`config.mk`:
```
export PLATFORM = sky130hd
export DESIGN_NAME = seq_adder_n_bits
export DESIGN_NICKNAME = d
export VERILOG_FILES = /design/src/rtl/seq_adder_n_bits.sv
export SDC_FILE = /design/constraint.sdc
export NUM_CORES = 1
export LEC_CHECK = 0
export ABC_CLOCK_PERIOD_IN_PS = 3800
export CORE_UTILIZATION = 50
export CTS_CLUSTER_DIAMETER = 150
export DETAILED_ROUTE_END_ITERATION = 12
export PLACE_DENSITY = 0.79
export SLEW_MARGIN = 20
export SYNTH_ARGS = -nofsm -noshare
export SYNTH_HDL_FRONTEND = slang
export SYNTH_SLANG_ARGS = --single-unit
```
`constraint.sdc`:
```
create_clock -name clk -period 3.8 [get_ports clk]
set_input_delay 0.76 -clock clk [delete_from_list [all_inputs] [get_ports clk]]
set_output_delay 0.76 -clock clk [all_outputs]
set_load 0.01 [all_outputs]
```
`src/rtl/seq_adder_n_bits.sv`:
```
// Multi-cycle adder/subtractor: adds WIDTH-bit operands CHUNK bits per clock
// through a CHUNK-bit ripple adder with a registered carry, valid/ready on both sides.
module seq_adder_n_bits #(
   parameter int unsigned WIDTH = 16,
   parameter int unsigned CHUNK = 4
) (
   input  logic             clk,
   input  logic             rst_n,
   input  logic             in_valid,
   output logic             in_ready,
   input  logic [WIDTH-1:0] a,
   input  logic [WIDTH-1:0] b,
   input  logic             cin,
   input  logic             sub,
   output logic             out_valid,
   input  logic             out_ready,
   output logic [WIDTH-1:0] sum,
   output logic             cout,
   output logic             ovf
);

   localparam int unsigned N       = WIDTH / CHUNK;
   localparam int unsigned IdxW    = (N > 1) ? $clog2(N) : 1;
   localparam logic [IdxW-1:0] LastIdx = IdxW'(N - 1);

   typedef enum logic [1:0] {StIdle, StBusy, StDone} state_e;

   state_e           state_q;
   logic [IdxW-1:0]  idx_q;
   logic             carry_q;
   logic [WIDTH-1:0] op_a_q;
   logic [WIDTH-1:0] op_b_q;
   logic [WIDTH-1:0] sum_q;
   logic             cout_q;
   logic             ovf_q;

   logic [CHUNK-1:0] slice_a;
   logic [CHUNK-1:0] slice_b;
   logic [CHUNK-1:0] chunk_sum_d;
   logic [CHUNK:0]   rc;

   // Ripple carry chain over the current chunk; rc[CHUNK-1] is the carry into its top bit.
   always_comb begin
      slice_a     = op_a_q[idx_q*CHUNK +: CHUNK];
      slice_b     = op_b_q[idx_q*CHUNK +: CHUNK];
      chunk_sum_d = '0;
      rc          = '0;
      rc[0]       = carry_q;
      for (int i = 0; i < CHUNK; i++) begin
         chunk_sum_d[i] = slice_a[i] ^ slice_b[i] ^ rc[i];
         rc[i+1]        = (slice_a[i] & slice_b[i]) | (rc[i] & (slice_a[i] ^ slice_b[i]));
      end
   end

   always_ff @(posedge clk or negedge rst_n) begin
      if (!rst_n) begin
         state_q <= StIdle;
         idx_q   <= '0;
         carry_q <= 1'b0;
         op_a_q  <= '0;
         op_b_q  <= '0;
         sum_q   <= '0;
         cout_q  <= 1'b0;
         ovf_q   <= 1'b0;
      end else begin
         case (state_q)
            StIdle: begin
               if (in_valid) begin
                  op_a_q  <= a;
                  op_b_q  <= sub ? ~b : b;
                  carry_q <= sub | cin;
                  idx_q   <= '0;
                  sum_q   <= '0;
                  cout_q  <= 1'b0;
                  ovf_q   <= 1'b0;
                  state_q <= StBusy;
               end
            end
            StBusy: begin
               sum_q[idx_q*CHUNK +: CHUNK] <= chunk_sum_d;
               carry_q <= rc[CHUNK];
               idx_q   <= idx_q + IdxW'(1);
               if (idx_q == LastIdx) begin
                  idx_q   <= '0;
                  cout_q  <= rc[CHUNK];
                  ovf_q   <= rc[CHUNK] ^ rc[CHUNK-1];
                  state_q <= StDone;
               end
            end
            StDone: begin
               if (out_ready) begin
                  state_q <= StIdle;
               end
            end
            default: state_q <= StIdle;
         endcase
      end
   end

   assign in_ready  = (state_q == StIdle);
   assign out_valid = (state_q == StDone);
   assign sum       = sum_q;
   assign cout      = cout_q;
   assign ovf       = ovf_q;

endmodule

```
==> out/qor.txt, run 1 <==
share of cells above drive strength 1 -> 14.3%
Root Buffer -> clkbuf_8
commonest non-fill, non-tap cell in the layout -> clkdlybuf4s50_1
worst hold path type -> input port to asynchronous set/reset pin
crit-path cells -> buf_4, mux4_2, inv_1, fa_1, inv_1, fa_1, inv_1, fa_1, inv_1, fa_1, a22o_1
number of global-route vias before repair -> 1911
largest net degree at the start of global routing -> 54
gp weighted congestion -> 0.813
Post-CTS Setup Inserts -> 0
CTS tree -> built
layout filler cell count -> 424
routed wl met2 -> 2.75 mm
I/O pin count -> 58
Worst Setup Path Type -> register to register
router iterations before antenna repair -> 4
htree depth -> 2
Final Cycle Share -> 77.7%
initial core utilization -> 52.1%
Slew headroom -> 42.1%
Total Wirelength -> 5.28 mm
# DRC -> 0
syn avg cell area -> 12.4 um2
Slowest-stage cell, CP -> fa_1
setup_tns -> 0 ns
Setup violations, final -> 0
clock insertion delay at the later pin of the skew report -> 0.31 ns
Die H -> 75.2 um
initial antenna violation count -> 0
VDD IR max -> 0.468 mV
die area -> 5650 um2
outcome -> complete, no violations
sum of buffers and inverters on the critical path -> 5
diode count -> 0
area growth from synthesis to final layout -> 28.0%
routed vias/inst -> 5.30
GRT overflow -> 0
die span in x -> 75.2 um
final net count -> 319
Tot GR Track Use -> 21.7%
min Tclk post-route -> 2.95 ns
flops & latches, synth -> 55
register area share after synthesis -> 51.4%
Slew @ Worst Pin -> 0.866 ns
synth unique cells -> 33
first-pass GRT wire length -> 8.94 mm
total vias in the final route -> 1817
CP required -> 3.99 ns
Post-Synthesis Cells -> 215
CTS buffer count -> 5
Cell Area, Synth -> 2680 um2
Ys Warns -> 0
post_cts resized -> 0
CP Max Fanout -> 7
Bufs on Longest Clock Path -> 2
CP Launch Type -> register
Final Hold Viols -> 0
RSZ-0062 raised after global routing -> false
PD cells -> 885 nW/um2
CTS clk-pin slew, worst paths -> 0.10 ns
DR WL met3 -> 242 um
Worst Skew -> 0.00893 ns
IO Port Bufs -> 57
Slew Viols, Final -> 0
# rows -> 26
Wirelength per Cell -> 15.4 um
area of the core -> 5140 um2
slowest stage delay, CP -> 0.47 ns
tightest hold margin -> 0.469 ns
drt first-iter violations -> 106
Antenna Violating Nets Remaining -> 0
Reg area -> 1380 um2
Max Clk Rate -> 339 MHz
Multi-input gate area -> 1180 um2
hpwl dp -> 3.91 mm
CP Capture Type -> register
Metal-1 WL -> 2.18 mm
CTS Sinks -> 55
Crit path max-delay family -> adder cells
Post-Syn Nets -> 262
most frequent cells in the layout -> clkdlybuf4s50_1 (56), dfrtp_1 (55), nor2_1 (20), a21oi_1 (17)
highest metal used -> met4
DP Area -> 3290 um2
Hold-fix buffers, CTS -> 0
CP arrival -> 3.14 ns
design area -> 3430 um2
max-cap viol count -> 0
Leakage -> 0.00145 uW
stage by stage:
step	power, uW	setup slack, ns	utilization (%)	instances
final	3030	0.849	66.7	343
after global routing	3270	0.718	66.7	343
after CTS	3060	0.840	66.7	343
after detailed placement	2610	0.870	64.1	335
after global placement	2540	0.952	64.1	335
after floorplan	2080	0.880	-	215
state kept, by name (all words and copies together), names as in the netlist:
| name | flops |
|---|---|
| cout | 1 |
| ovf | 1 |
| idx_q | 2 |
| sum | 16 |
| op_a_q | 16 |
| op_b_q | 16 |
| state_q | 2 |
| carry_q | 1 |
cell families after synthesis:
| group | count (synthesis) | synth area share (%) |
|---|---|---|
| xor gates and xnor gates | 17 | 5.56 |
| and+or+nand+nor | 42 | 8.18 |
| AOI/OAI and AO/OA | 45 | 11.7 |
| DFF | 55 | 51.4 |
| muxes | 24 | 13.5 |
| adders and majority gates | 9 | 5.33 |
| buffers and inverters | 23 | 4.30 |
synth_stat cells (all sizes together):
cell type	n	share of area, %
dfrtp	55	51
nor2	20	2.8
a21oi	17	3.2
mux2	16	6.7
xnor2	16	5.2
buf	11	2.6
inv	11	1.5
o2bb2ai	9	2.9
a22o	8	2.6
mux4	8	6.7
nand2	7	0.98
a21o	5	1.4
ha	5	2.3
fa	4	3.0
nand2b	3	0.70
and3	2	0.47
nand3	2	0.37
o21ai	2	0.37
a32o	1	0.37
and3b	1	0.33
and4	1	0.33
and4bb	1	0.47
clkbuf	1	0.14
nand3b	1	0.28
nand4	1	0.23
nor2b	1	0.33
nor3	1	0.19
nor3b	1	0.70
o22ai	1	0.23
o311ai	1	0.33
o31ai	1	0.28
xor2	1	0.33
final cells by class:
type / instances / share of cell area (%)
clock inverters: 2 / 1.75
clock buffers: 6 / 2.12
inverters: 11 / 1.21
repair buffers: 62 / 17.6
flip-flops and latches: 55 / 40.2
well taps: 70 / 2.56
multi-input cells: 137 / 34.6
report_power, final:
group,switching (uW),internal [uW]
sequential,183,843
combinational,790,770
clock,183,263
routing by layer:
metal | track usage, % | vias up
met4 | 7.61 | 0
met5 | 0 | -
met2 | 38.1 | 57
li1 | - | 868
met1 | 26.1 | 877
met3 | 5.49 | 15
final timing paths:
path | to | slack (ns) | cells past startpoint | start
max | sum[7] | 0.85 | 11 | idx_q[0]
min | op_a_q[2] | 0.47 | 1 | rst_n
max reg2reg | sum[7] | 0.85 | 11 | idx_q[0]
min reg2reg | sum[6] | 0.49 | 1 | sum[6]
max in group asynchronous | op_b_q[11] | 2.56 | 2 | rst_n
min in group clk | sum[6] | 0.49 | 1 | sum[6]
(Power assumes the default switching activity.)
==> run 2: changes to the inputs <==
--- a/config.mk
+++ b/config.mk
@@ -5,11 +5,11 @@
 export SDC_FILE = /design/constraint.sdc
 export NUM_CORES = 1
 export LEC_CHECK = 0
-export ABC_CLOCK_PERIOD_IN_PS = 3800
-export CORE_UTILIZATION = 50
+export ABC_CLOCK_PERIOD_IN_PS = 2550
+export CORE_UTILIZATION = 46
 export CTS_CLUSTER_DIAMETER = 150
 export DETAILED_ROUTE_END_ITERATION = 12
-export PLACE_DENSITY = 0.79
+export PLACE_DENSITY = 0.76
 export SLEW_MARGIN = 20
 export SYNTH_ARGS = -nofsm -noshare
 export SYNTH_HDL_FRONTEND = slang
==> constraint.sdc (replaced) <==
create_clock -name clk -period 2.55 [get_ports clk]
set_input_delay 0.51 -clock clk [delete_from_list [all_inputs] [get_ports clk]]
set_output_delay 0.51 -clock clk [all_outputs]
set_load 0.01 [all_outputs]
==> run 2 against run 1 <==
Against the previous run: flip-flop and latch count did not move; largest cell class unchanged; die area rose by 8.5%; clock skew fell by 0.0046 ns; via count rose by 2.6%; combinational power rose by 62%; critical path type unchanged; critical path depth fell by 1; the run now ends with negative setup slack left; global-route usage fell by 2.7 points; power rose by 49%.
==> out/qor.txt, run 2 (synthesis results as in run 1) <==
outcome -> finished with violations (was complete, no violations)
failing checks -> negative setup slack
Worst Skew -> 0.00433 ns (was 0.00893 ns)
Worst Setup Path Type -> register to register (unchanged)
gp weighted congestion -> 0.789 (was 0.813)
crit-path cells -> mux4_2, inv_2, fa_2, inv_2, fa_2, inv_2, fa_2, inv_2, fa_2, a22o_1 (was buf_4, mux4_2, inv_1, fa_1, inv_1, fa_1, inv_1, fa_1, inv_1, fa_1, a22o_1)
IO Port Bufs -> 57 (unchanged)
worst hold path type -> input port to asynchronous set/reset pin (unchanged)
DP Area -> 3340 um2 (was 3290 um2)
Leakage -> 0.00144 uW (was 0.00145 uW)
first-pass GRT wire length -> 8.97 mm (was 8.94 mm)
Wirelength per Cell -> 14.8 um (was 15.4 um)
Final Cycle Share -> 105% (was 77.7%)
min Tclk post-route -> 2.67 ns (was 2.95 ns)
DP Worst Slack -> -0.152 ns (was 0.870 ns)
final std cells w/o fill -> 350 (was 343)
htree depth -> 2 (unchanged)
Setup violations, final -> 6 (was 0)
final net count -> 324 (was 319)
PnR worst setup slack -> -0.125 ns (was 0.849 ns)
sum of buffers and inverters on the critical path -> 4 (was 5)
RSZ-0062 raised after global routing -> true (was false)
Final Hold Viols -> 0 (unchanged)
total vias in the final route -> 1865 (was 1817)
Crit path max-delay family -> adder cells (unchanged)
die span in x -> 78.3 um (was 75.2 um)
RR Endpoint -> sum[15] (was sum[7])
Hold-fix buffers, CTS -> 0 (unchanged)
initial antenna violation count -> 0 (unchanged)
routed vias/inst -> 5.33 (was 5.30)
Reg2Reg Setup Slack -> -0.12 ns (was 0.85 ns)
Final Core Density -> 62.1% (was 66.7%)
Die H -> 78.3 um (was 75.2 um)
CP Capture Type -> register (unchanged)
Slowest-stage cell, CP -> fa_2 (was fa_1)
Total Wirelength -> 5.20 mm (was 5.28 mm)
area growth from synthesis to final layout -> 28.6% (was 28.0%)
Slew @ Worst Pin -> 0.917 ns (was 0.866 ns)
CTS tree -> built (unchanged)
Root Buffer -> clkbuf_8 (unchanged)
die area -> 6130 um2 (was 5650 um2)
Slew headroom -> 38.9% (was 42.1%)
Max Clk Rate -> 374 MHz (was 339 MHz)
tightest hold margin -> 0.336 ns (was 0.469 ns)
CTS Sinks -> 55 (unchanged)
I/O pin count -> 58 (unchanged)
diode count -> 0 (unchanged)
Tot GR Track Use -> 19.1% (was 21.7%)
drt first-iter violations -> 82 (was 106)
# DRC -> 0 (unchanged)
hpwl dp -> 3.90 mm (was 3.91 mm)
router iterations before antenna repair -> 4 (unchanged)
Antenna Violating Nets Remaining -> 0 (unchanged)
CTS clk-pin slew, worst paths -> 0.09 ns (was 0.10 ns)
clock insertion delay at the later pin of the skew report -> 0.31 ns (about the same)
slowest stage delay, CP -> 0.47 ns (about the same)
CP Max Fanout -> 4 (was 7)
largest net degree at the start of global routing -> 54 (unchanged)
initial core utilization -> 48.3% (was 52.1%)
worst flop-to-flop path startpoint -> idx_q[0] (unchanged)
CP arrival -> 2.87 ns (was 3.14 ns)
most frequent cells in the layout -> clkdlybuf4s50_1 (56), dfrtp_1 (54), nor2_1 (20), a21oi_1 (17) (was clkdlybuf4s50_1 (56), dfrtp_1 (55), nor2_1 (20), a21oi_1 (17))
design area -> 3440 um2 (was 3430 um2)
Slew Viols, Final -> 0 (unchanged)
CP Launch Type -> register (unchanged)
CTS buffer count -> 5 (unchanged)
VDD IR max -> 0.797 mV (was 0.468 mV)
area of the core -> 5540 um2 (was 5140 um2)
Reg2Reg Depth -> 10 (was 11)
post-placement cell count -> 340 (was 335)
CP required -> 2.75 ns (was 3.99 ns)
PD cells -> 1310 nW/um2 (was 885 nW/um2)
# rows -> 27 (was 26)
commonest non-fill, non-tap cell in the layout -> clkdlybuf4s50_1 (unchanged)
share of cells above drive strength 1 -> 19.4% (was 14.3%)
GRT overflow -> 0 (unchanged)
max-cap viol count -> 0 (unchanged)
number of global-route vias before repair -> 1902 (was 1911)
Bufs on Longest Clock Path -> 2 (unchanged)
[run 2: changes by cell type in the layout (fill, tap and decap cells not counted), moves of 2 or more]
cell	delta
inv_1	-5
inv_2	+5
buf_4	+4
fa_1	-4
fa_2	+4
bufinv_16	-2
[run 2: area by class of cell]
| type | count | area (um2) |
|---|---|---|
| clock inverters | 2 | 12.5 |
| repair buffers | 67 | 653 |
| well taps | 72 | 90.1 |
| fillers | 473 | 2100 |
| multi-input cells | 137 | 1190 |
| flip-flops and latches | 55 | 1380 |
| inverters | 11 | 41.3 |
| clock buffers | 6 | 72.6 |
[run 2: how the worst max path moves through the flow]
stage	start	end	slack, ns	depth (start not counted)
after floorplan	idx_q[0]	sum[15]	-0.23	11
after CTS	idx_q[0]	sum[15]	-0.13	10
after detailed placement	idx_q[0]	sum[15]	-0.15	10
final	idx_q[0]	sum[15]	-0.12	10
after global placement	idx_q[0]	sum[7]	-0.09	10
after global routing	idx_q[0]	sum[11]	-0.20	10
[run 2: worst reg2reg max path: stages (launching register included)]
cell and delay (ns):
dfrtp_2 0.45, mux4_2 0.35, inv_2 0.04, fa_2 0.34, inv_2 0.06, fa_2 0.19
inv_2 0.04, fa_2 0.34, inv_2 0.06, fa_2 0.47, a22o_1 0.22
[run 2: routing by layer]
layer / up-vias / global-route usage (%) / share of wire (%)
met5: - / 0 / 0
met4: 0 / 4.07 / 0.85
met3: 5 / 4.07 / 5.0
met2: 69 / 32.5 / 50
met1: 909 / 25.1 / 44
li1: 882 / - / -
[run 2: what timing repair did]
item	4_1_cts	5_1_grt
endpoints found under the hold margin	0	0
buffers inserted	1	1
setup endpoints to repair	7	7
pin swaps	8	0
gates resized for setup	2	0
[run 2: power breakdown]
group / internal (uW) / leakage [uW] / total (uW) / switching (uW)
clock: 193 / 0.0000412 / 467 / 274
combinational: 1320 / 0.000732 / 2530 / 1210
sequential: 1260 / 0.000670 / 1520 / 259
total: 2770 / 0.00144 / 4510 / 1740
[run 2: stage by stage]
step | TNS, ns | power, uW
after detailed placement | -0.793 | 4020
final | -0.523 | 4510
after floorplan | -1.39 | 3190
after CTS | -0.596 | 4540
after global routing | -1.11 | 4880
after global placement | -0.384 | 3960
==> run 3: changes to the inputs <==
--- a/config.mk
+++ b/config.mk
@@ -10,6 +10,7 @@
 export CTS_CLUSTER_DIAMETER = 150
 export DETAILED_ROUTE_END_ITERATION = 12
 export PLACE_DENSITY = 0.76
+export RECOVER_POWER = 100
 export SLEW_MARGIN = 20
 export SYNTH_ARGS = -nofsm -noshare
 export SYNTH_HDL_FRONTEND = slang
==> run 3 against run 2 <==
Against the previous run: the flow still finishes with violations (negative setup slack); non-clock buffer count did not move; cell count did not move; final area fell by 0.73%; sequential power barely moved; combinational power fell by 2%; global-route usage did not move; via count fell by 1.3%; worst hold slack improved by 0.026 ns; largest cell class unchanged; highest routed layer is now met3.
==> out/qor.txt, run 3 (synthesis results as in run 1) <==
final net count -> 324 (unchanged)
Wirelength per Cell -> 14.8 um (about the same)
routed vias/inst -> 5.26 (was 5.33)
Seq pwr share -> 34.0% (was 33.6%)
PD cells -> 1300 nW/um2 (was 1310 nW/um2)
CP Max Fanout -> 4 (unchanged)
grt met1 use -> 25.1% (unchanged)
failing checks -> negative setup slack (unchanged)
combinational cell fraction of total power -> 55.6% (was 56.1%)
Hold-fix buffers, CTS -> 0 (unchanged)
largest net degree at the start of global routing -> 54 (unchanged)
Most Crowded Layer GR -> met2 (unchanged)
commonest non-fill, non-tap cell in the layout -> dfrtp_1 (was clkdlybuf4s50_1)
CTS tree -> built (unchanged)
GRT overflow -> 0 (unchanged)
Final Cycle Share -> 105% (about the same)
Final Core Density -> 61.7% (was 62.1%)
die span in x -> 78.3 um (unchanged)
share of cells above drive strength 1 -> 18.3% (was 19.4%)
PnR worst setup slack -> -0.125 ns (about the same)
first-pass GRT wire length -> 8.97 mm (unchanged)
gp weighted congestion -> 0.789 (unchanged)
initial antenna violation count -> 0 (unchanged)
Slew @ Worst Pin -> 1.03 ns (was 0.917 ns)
Tot GR Track Use -> 19.1% (unchanged)
Die H -> 78.3 um (unchanged)
VDD IR max -> 0.792 mV (was 0.797 mV)
clock power share -> 10.5% (was 10.3%)
tightest hold margin -> 0.362 ns (was 0.336 ns)
I/O pin count -> 58 (unchanged)
diode count -> 0 (unchanged)
outcome -> finished with violations (unchanged)
CP required -> 2.75 ns (about the same)
CP arrival -> 2.87 ns (about the same)
drt first-iter violations -> 83 (was 82)
Worst Skew -> 0.00308 ns (was 0.00433 ns)
die area -> 6130 um2 (unchanged)
Root Buffer -> clkbuf_8 (unchanged)
post-placement cell count -> 340 (unchanged)
Leakage -> 0.00149 uW (was 0.00144 uW)
Bufs on Longest Clock Path -> 2 (unchanged)
CTS Sinks -> 55 (unchanged)
final std cells w/o fill -> 350 (unchanged)
area growth from synthesis to final layout -> 27.7% (was 28.6%)
worst hold path type -> input port to asynchronous set/reset pin (unchanged)
slowest stage delay, CP -> 0.47 ns (about the same)
met2 Usage GRT -> 32.5% (unchanged)
Antenna Violating Nets Remaining -> 0 (unchanged)
switch share -> 38.9% (was 38.6%)
setup_tns -> -0.533 ns (was -0.523 ns)
total vias in the final route -> 1841 (was 1865)
min Tclk post-route -> 2.67 ns (about the same)
CTS clk-pin slew, worst paths -> 0.09 ns (about the same)
max-cap viol count -> 0 (unchanged)
Worst Setup Path Type -> register to register (unchanged)
hpwl dp -> 3.90 mm (unchanged)
Reg2Reg Setup Slack -> -0.12 ns (about the same)
IO Port Bufs -> 57 (unchanged)
initial core utilization -> 48.3% (unchanged)
worst flop-to-flop path startpoint -> idx_q[0] (unchanged)
met3 Track Usage GR -> 4.07% (unchanged)
Slew Viols, Final -> 0 (unchanged)
# DRC -> 0 (unchanged)
Final Hold Viols -> 0 (unchanged)
Reg2Reg Depth -> 10 (unchanged)
sum of buffers and inverters on the critical path -> 4 (unchanged)
Slew headroom -> 31.5% (was 38.9%)
number of global-route vias before repair -> 1902 (unchanged)
CP Capture Type -> register (unchanged)
clock insertion delay at the later pin of the skew report -> 0.30 ns (was 0.31 ns)
Pwr Total -> 4450 uW (was 4510 uW)
Setup violations, final -> 7 (was 6)
RSZ-0062 raised after global routing -> true (unchanged)
most frequent cells in the layout -> dfrtp_1 (54), clkdlybuf4s50_1 (35), dlygate4sd3_1 (21), nor2_1 (20), a21oi_1 (17) (was clkdlybuf4s50_1 (56), dfrtp_1 (54), nor2_1 (20), a21oi_1 (17))
router iterations before antenna repair -> 4 (unchanged)
# rows -> 27 (unchanged)
area of the core -> 5540 um2 (unchanged)
CP Launch Type -> register (unchanged)
Crit path max-delay family -> adder cells (unchanged)
crit-path cells -> mux4_2, inv_2, fa_2, inv_2, fa_2, inv_2, fa_2, inv_2, fa_2, a22o_1 (unchanged)
Sw Pwr -> 1730 uW (was 1740 uW)
Max Clk Rate -> 374 MHz (about the same)
RR Endpoint -> sum[15] (unchanged)
Slowest-stage cell, CP -> fa_2 (unchanged)
CTS buffer count -> 5 (unchanged)
htree depth -> 2 (unchanged)
Pint -> 2720 uW (was 2770 uW)
Total Wirelength -> 5.20 mm (about the same)
## run 3: cell types whose count changed in the layout (fill, tap and decap cells not counted), sizes merged
cell | before | now
buf | 11 | 7
clkbuf | 6 | 10
clkdlybuf4s50 | 56 | 35
dlygate4sd3 | 0 | 21
## run 3: repair_timing
action,CTS,global route
setup endpoints to repair,7,7
resized for setup,2,0
buffers inserted,1,1
pin swaps,8,0
## run 3: cell type report
cell class	instances	area (um2)
fill	475	2120
tap	72	90.1
clock inverter	2	12.5
inverter	11	41.3
multi-input combinational	137	1190
sequential	55	1380
timing repair buffer	67	631
clock buffer	6	72.6
## run 3: metrics by stage
step | instance area (um2) | setup slack [ns]
after global routing | 3420 | -0.203
final | 3420 | -0.125
after global placement | 3340 | -0.0887
after floorplan | 2690 | -0.226
after detailed placement | 3340 | -0.152
after CTS | 3430 | -0.134
## run 3: power by group through the flow
stage	Clock, uW	Combinational (uW)	Sequential (uW)
floorplan	0	1710	1480
global placement	0	2440	1520
detailed placement	0	2480	1540
CTS	482	2540	1520
global route	521	2740	1560
finish	466	2470	1510
## run 3: worst max-delay path by stage
stage	from	endpoint	slack, ns	depth (start not counted)
after floorplan	idx_q[0]	sum[15]	-0.23	11
after global placement	idx_q[0]	sum[7]	-0.09	10
after detailed placement	idx_q[0]	sum[15]	-0.15	10
after CTS	idx_q[0]	sum[15]	-0.13	10
after global routing	idx_q[0]	sum[11]	-0.20	10
final	idx_q[0]	sum[15]	-0.12	10
## run 3: metal layers
| layer | wire length (um) | part of all wire [%] |
|---|---|---|
| met5 | 0 | 0 |
| met4 | 0 | 0 |
| met3 | 219 | 4.2 |
| met2 | 2680 | 52 |
| met1 | 2300 | 44 |
